### src/rtl/set_bit_serializer_pkg.sv
// Shared constants, FSM state type and bit-clear helper for the set-bit serializer.
package set_bit_serializer_pkg;
  localparam int W  = 32;
  localparam int IW = 5;

  typedef enum logic {IDLE, EMIT} state_t;

  function automatic logic [W-1:0] onehot(input logic [IW-1:0] idx);
    return {{(W-1){1'b0}}, 1'b1} << idx;
  endfunction
endpackage

### src/rtl/set_bit_serializer_if.sv
// Word-in / index-out handshake bundle for the set-bit serializer.
interface set_bit_serializer_if;
  logic                                 in_valid;
  logic                                 in_ready;
  logic [set_bit_serializer_pkg::W-1:0]  in_word;
  logic                                 abort;
  logic                                 out_valid;
  logic                                 out_ready;
  logic [set_bit_serializer_pkg::IW-1:0] out_index;
  logic                                 out_last;
  logic                                 out_empty;

  modport master (
    output in_valid, in_word, abort, out_ready,
    input  in_ready, out_valid, out_index, out_last, out_empty
  );
  modport slave (
    input  in_valid, in_word, abort, out_ready,
    output in_ready, out_valid, out_index, out_last, out_empty
  );
endinterface

### src/rtl/set_bit_serializer_msb_index.sv
// Priority encoder: index of the highest set bit; 0 for an all-zero word.
module msb_index
  import set_bit_serializer_pkg::*;
(
  input  logic [W-1:0]  in,
  output logic [IW-1:0] index
);
  always_comb begin
    index = '0;
    for (int i = 0; i < W; i++)
      if (in[i]) index = IW'(i);
  end
endmodule

### src/rtl/set_bit_serializer.sv
// Serializes the set-bit indices of a 32-bit word, MSB first, one beat per cycle.
module set_bit_serializer
  import set_bit_serializer_pkg::*;
(
  input  logic               clk,
  input  logic               rst,
  set_bit_serializer_if.slave bus
);
  state_t        state, state_n;
  logic [W-1:0]  res, res_n;
  logic          zf, zf_n;
  logic [IW-1:0] idx;
  logic          last, emit, in_rdy, fire_in;

  msb_index u_msb (.in(res), .index(idx));

  // Reset still pending at this edge suppresses the beat, so nothing is handshaked.
  assign emit    = (state == EMIT) && !rst;
  assign last    = zf || ((res & (res - 32'd1)) == '0);
  assign in_rdy  = !rst && !bus.abort &&
                   ((state == IDLE) || (emit && bus.out_ready && last));
  assign fire_in = bus.in_valid && in_rdy;

  assign bus.in_ready  = in_rdy;
  assign bus.out_valid = emit;
  assign bus.out_index = emit ? idx  : '0;
  assign bus.out_last  = emit && last;
  assign bus.out_empty = emit && zf;

  always_comb begin
    state_n = state;
    res_n   = res;
    zf_n    = zf;
    if (bus.abort) begin
      state_n = IDLE;
      res_n   = '0;
      zf_n    = 1'b0;
    end else if (fire_in) begin
      state_n = EMIT;
      res_n   = bus.in_word;
      zf_n    = (bus.in_word == '0);
    end else if (state == EMIT && bus.out_ready) begin
      if (last) begin
        state_n = IDLE;
        res_n   = '0;
        zf_n    = 1'b0;
      end else begin
        res_n = res & ~onehot(idx);
      end
    end
  end

  always_ff @(posedge clk) begin
    if (rst) begin
      state <= IDLE;
      res   <= '0;
      zf    <= 1'b0;
    end else begin
      state <= state_n;
      res   <= res_n;
      zf    <= zf_n;
    end
  end
endmodule

### src/flat_wrapper.sv
// flat-port wrapper written by rule: the top's interface ports become plain ports
module set_bit_serializer_flat import set_bit_serializer_pkg::*;
  (clk, rst, bus_in_valid, bus_in_word, bus_abort, bus_out_ready, bus_in_ready, bus_out_valid, bus_out_index, bus_out_last, bus_out_empty);
  set_bit_serializer_if bus_i ();
  input  logic clk;
  input  logic rst;
  input wire logic [$bits(bus_i.in_valid)-1:0] bus_in_valid;
  input wire logic [$bits(bus_i.in_word)-1:0] bus_in_word;
  input wire logic [$bits(bus_i.abort)-1:0] bus_abort;
  input wire logic [$bits(bus_i.out_ready)-1:0] bus_out_ready;
  output wire logic [$bits(bus_i.in_ready)-1:0] bus_in_ready;
  output wire logic [$bits(bus_i.out_valid)-1:0] bus_out_valid;
  output wire logic [$bits(bus_i.out_index)-1:0] bus_out_index;
  output wire logic [$bits(bus_i.out_last)-1:0] bus_out_last;
  output wire logic [$bits(bus_i.out_empty)-1:0] bus_out_empty;
  assign bus_i.in_valid = bus_in_valid;
  assign bus_i.in_word = bus_in_word;
  assign bus_i.abort = bus_abort;
  assign bus_i.out_ready = bus_out_ready;
  assign bus_in_ready = bus_i.in_ready;
  assign bus_out_valid = bus_i.out_valid;
  assign bus_out_index = bus_i.out_index;
  assign bus_out_last = bus_i.out_last;
  assign bus_out_empty = bus_i.out_empty;
  set_bit_serializer u_core (.clk(clk), .rst(rst), .bus(bus_i));
endmodule
### config.mk
export PLATFORM = sky130hd
export DESIGN_NAME = set_bit_serializer_flat
export DESIGN_NICKNAME = d
export VERILOG_FILES = /design/src/rtl/set_bit_serializer_pkg.sv /design/src/rtl/set_bit_serializer_if.sv /design/src/rtl/set_bit_serializer_msb_index.sv /design/src/rtl/set_bit_serializer.sv /design/src/flat_wrapper.sv
export SDC_FILE = /design/constraint.sdc
export NUM_CORES = 1
export LEC_CHECK = 0
export CORE_UTILIZATION = 47
export CTS_CLUSTER_DIAMETER = 40
export DETAILED_ROUTE_END_ITERATION = 10
export PLACE_DENSITY = 0.86
export SLEW_MARGIN = 20
export SYNTH_ARGS = -nofsm -noshare
export SYNTH_HDL_FRONTEND = slang
export SYNTH_SLANG_ARGS = --single-unit
export TNS_END_PERCENT = 100
### constraint.sdc
create_clock -name clk -period 2.75 [get_ports clk]
set_clock_uncertainty 0.05 [all_clocks]
set_input_delay 0.4125 -clock clk [delete_from_list [all_inputs] [get_ports clk]]
set_output_delay 0.4125 -clock clk [all_outputs]
set_load 0.03 [all_outputs]
# == Word level (Yosys, flattened, before mapping) ==
# Cells that the tools add are included.
# totals
reg_bits,34
input_bits,37
# op_classes
n_addsub,1
n_shift,1
muxes,39
n_bitwise,4
n_reduce_logical,19
# ops
op,count
2-to-1 mux 5 bit,31
2-to-1 mux 32 bit,3
bitwise AND 32 bit,2
logical NOT 32 bit,2
inverter 32 bit,1
left shift 1 x 5 -> 32 bit (first input constant),1
subtractor 32 x 1 -> 32 bit (second input constant),1
logical AND 1 bit,9
2-to-1 mux 1 bit,5
nonzero test 2 bit,2
logical NOT 1 bit,2
logical OR 1 bit,2
AND reduction 2 bit,1
OR reduction 2 bit,1
inverter 1 bit,1

# == Depth between registers and ports, before layout ==
# depth
word_depth,37
depth_mapped,11

# == Hierarchy ==
# From an unflattened synthesis, not the netlist that was laid out.
# hier_totals
hier_cells,329
area_unflattened_um2,2551.2
# modules_own_cells
mod,n_inst,cells_each,area_each_um2
set_bit_serializer,1,269,2198.4
msb_index,1,60,352.8

# == Least setup slack after synthesis ==
# Ideal clock, no wire load.
# synth_path
path_type,reg-to-output
start,register u_core.res[12]
end,output bus_in_ready
arrival_ns,2.546
slack_ns,-0.259
stages_incl_launch_ff,9
n_path_buf,1
path_cell_list,dfxtp_1 buf_6 or4_1 or4_1 o21ai_1 a21oi_1 a211oi_2 a31oi_1 nor3_1
# synth_via
elab_chain_cells,7
# synth_rtl
element,line,text
"start, declared",set_bit_serializer.sv:10,"logic [W-1:0] res, res_n;"
"start signal, assigned",set_bit_serializer.sv:60,res <= res_n;
subtractor 32 x 1 -> 32 bit,set_bit_serializer.sv:19,assign last = zf || ((res & (res - 32'd1)) == '0);
bitwise AND 32 bit (*),set_bit_serializer.sv:19,
logical NOT 32 bit (*),set_bit_serializer.sv:19,
logical OR 1 bit (*),set_bit_serializer.sv:19,
logical AND 1 bit (*),set_bit_serializer.sv:21,((state == IDLE) || (emit && bus.out_ready && last));
logical OR 1 bit (*),set_bit_serializer.sv:21,
logical AND 1 bit (*),set_bit_serializer.sv:20,assign in_rdy = !rst && !bus.abort &&
"end, declared",flat_wrapper.sv:11,output wire logic [$bits(bus_i.in_ready)-1:0] bus_in_ready;
# Every way passes the cells marked *; elsewhere a longest branch is shown, timed or not.

# == Final worst setup path ==
# layout_path
start,register u_core.res[4]
end,output bus_out_last
# layout_via
elab_chain_cells,5
# layout_rtl
element,line,text
subtractor 32 x 1 -> 32 bit,set_bit_serializer.sv:19,
bitwise AND 32 bit (*),set_bit_serializer.sv:19,
logical NOT 32 bit (*),set_bit_serializer.sv:19,
logical OR 1 bit (*),set_bit_serializer.sv:19,
logical AND 1 bit (*),set_bit_serializer.sv:27,assign bus.out_last = emit && last;
"end, declared",flat_wrapper.sv:14,output wire logic [$bits(bus_i.out_last)-1:0] bus_out_last;
# Marked as above.

==> impl_metrics.toml <==
[clocking]
clock-sinks = 34
cts_buffers = 5
ctsHoldBuffers = 0
cts_tree = "built"
clockRootBuffer = "clkbuf_8"
clk_latency_ps = 290
htree_levels = 2
clk_pin_slew_ps = 70
clockBufferDepth = 2

[synth]
ys_types = 53
synth_area_per_cell_um2 = 7.978
yosys.area.top_type = "dfxtp_1"
syn_nets = 324
syn_area_um2 = 2290
postSynthCellCount = 287
synth_ff_type = "dfxtp_1"
yosysWarnings = 0
ys_ff_latch = 34
synth-edff-count = 0
synth.area.top_cells = "dfxtp_1 30%, a32o_1 12%, nor2_1 5.2%"
synthArstFlopShare_pct = 0
yosysTopAreaCellShare_pct = 29.73
synth-seq-area-share_pct = 29.73

[drt]
wl_um = 10510
viasPerCell = 7.260
first_pass_iters = 9
final_antenna_net_count = 0
routedWlPerCell_um = 23.36
num_vias = 3267
drt-initial-drc-count = 646
drcViolationCount = 0

[global_routing]
grt_pass1_wl_um = 14770
track_usage_pct = 37.43
grt_pass1_vias = 2935
overflow = 0
antenna_found_initial = 0
grt_max_degree = 34

[setup_path]
worstPathArrival_ps = 2710
cp-end-kind = "output pin"
critPathKind = "flop to output pin"
cp_max_fo = 6
required_ps = 2290
cp-start-kind = "flop"
ff2ff_path_depth = 12

[placement]
dpl.hpwl_um = 6244
gp_congestion = 0.9696
portBuffers = 45
dp_slack_ps = -107.2

[pwr]
ir_worst_vdd_uv = 309.4
p_sw_share_pct = 36.23
clockPowerShare_pct = 23.9
pwr-share-comb_pct = 43.9
internal-power_mw = 1.047
power.density_nw_per_um2 = 446.9
leakage_nw = 1.430
power_frac_seq_pct = 32.2
power.switching_uw = 594.5

[cells_and_area]
syn_to_final_growth_pct = 60.38
nFillCells = 269
drive_gt1_share_pct = 31.31
nNetsFinal = 432
layout_common_cells = "67 x buf_4, 39 x clkdlybuf4s50_1, 30 x nor2_1, 29 x dfxtp_1, 28 x a32o_1"
n_antenna_cell = 0
layout_commonest_cell = "buf_4"

[die]
die_area_um2 = 5155
die-height_um = 71.80
fp.coreArea_um2 = 4692
die-width_um = 71.80
rows = 25
start_util_pct = 48.80
io_pins = 46

[timing]
worstMarginPinSlew_ps = 692.3
setup_violations = 36
max_freq_ghz = 0.3148
timing.slew.headroom_pct = 53.67
period_minus_slack_ps = 3177
timing.final.ws_setup_ps = -426.7
finalCritPeriodShare_pct = 115.5
drv_slew = 0
hold_ws_ps = 533.3
rsz0062_at_grt = "true"
hold_viol = 0

[outcome]
status = "complete, but fails checks"
violations = "setup timing"

[min_path]
worstHoldPathCells = 1
holdCritPathClass = "flop to flop"

[run]
max_cap_viol_count = 0
[layer usage]
metal / vias up / share of wire (%) / global-route usage (%)
li1: 1353 / - / -
met1: 1466 / 36 / 46.92
met2: 345 / 44 / 57.55
met3: 103 / 13 / 11.39
met4: 0 / 7.7 / 20.26
met5: - / 0 / 0
[worst max-delay path, cell delays in order, from the launching register on]
cell and delay, ps:
dfxtp_4 380, nor4_4 350, buf_4 220, a41oi_1 130
o21ai_0 300, nand4_1 220, nor3_4 300, a21oi_2 120
buf_4 150, nor2_1 80, buf_4 170
[power by group through the flow]
stage	registers [mW]	clock network [mW]	logic, mW
2_1_floorplan	0.536	0	0.266
3_3_place_gp	0.535	0	0.511
3_5_place_dp	0.536	0	0.519
4_1_cts	0.526	0.390	0.599
5_1_grt	0.530	0.409	0.741
6_report	0.529	0.392	0.720
[stage by stage]
step / instances / power (mW) / setup TNS, ps / cell area, µm² / util [%]
floorplan: 287 / 0.8021 / 0 / 2301 / -
global placement: 423 / 1.046 / -588.4 / 3112 / 66.32
detailed placement: 423 / 1.055 / -2740 / 3112 / 66.32
CTS: 441 / 1.514 / -4012 / 3488 / 74.35
global route: 450 / 1.680 / -13680 / 3672 / 78.27
finish: 450 / 1.641 / -10260 / 3672 / 78.27
[cells in the mapped netlist, types with 2 or more instances]
| master | instances |
|---|---|
| or4_1 | 6 |
| nor2b_1 | 3 |
| or2_2 | 3 |
| and2_1 | 2 |
| dfxtp_1 | 34 |
| a22o_1 | 3 |
| a22oi_1 | 2 |
| nand3_1 | 13 |
| o41ai_1 | 3 |
| o21ai_0 | 10 |
| o2111ai_1 | 2 |
| nor3_1 | 14 |
| nor4_1 | 15 |
| o32ai_1 | 2 |
| o21ai_1 | 2 |
| a31oi_1 | 3 |
| o22ai_1 | 2 |
| clkbuf_1 | 11 |
| o211ai_1 | 2 |
| nand4_1 | 6 |
| buf_6 | 5 |
| inv_1 | 11 |
| nand3b_1 | 3 |
| nand2_1 | 22 |
| a211oi_1 | 2 |
| a32o_1 | 28 |
| nor2_1 | 32 |
| o21a_1 | 2 |
| or3_1 | 2 |
| buf_12 | 3 |
| nand2b_1 | 4 |
| a21oi_1 | 14 |
[sequential cells by signal, summed over array words and instances, names as in the netlist]
| register | count |
|---|---|
| u_core.res | 32 |
| u_core.zf | 1 |
| u_core.state | 1 |
[what timing repair did]
item / in CTS / in global routing
gates cloned: 4 / 2
pin swaps: 27 / 12
setup buffers: 6 / 7
hold endpoints to repair: 0 / 0
gates resized for setup: 27 / 21
setup endpoints to repair: 40 / 39
[cells by family (layout without fill, tap and decap cells)]
family	Yosys count	count (layout)	share of synthesized area (%)
adder cells (fa/ha/maj)	1	1	0.4372
AO/OA/AOI/OAI	91	91	31.26
AND/OR/NAND/NOR	130	130	29.67
buffers and inverters	31	140	8.907
flip-flops	34	34	29.73
[final cells by class]
| class | instances | area, µm² | area share (%) |
|---|---|---|---|
| Clock buffer | 7 | 86.33 | 2.351 |
| Clock inverter | 1 | 5.005 | 0.1363 |
| Inverter | 11 | 41.29 | 1.124 |
| Multi-Input combinational cell | 222 | 1598 | 43.51 |
| Sequential cell | 34 | 689.4 | 18.77 |
| Tap cell | 54 | 67.56 | 1.840 |
| Timing Repair Buffer | 121 | 1185 | 32.27 |
[worst paths after layout]
path                                    start  slack, ps            end
worst max-delay path            u_core.res[4]       -430   bus_out_last
worst min-delay path            u_core.res[4]        530  u_core.res[4]
worst max register to register  u_core.res[4]       -390  u_core.res[7]
worst min register to register  u_core.res[4]        530  u_core.res[4]
(Power assumes the default switching activity.)
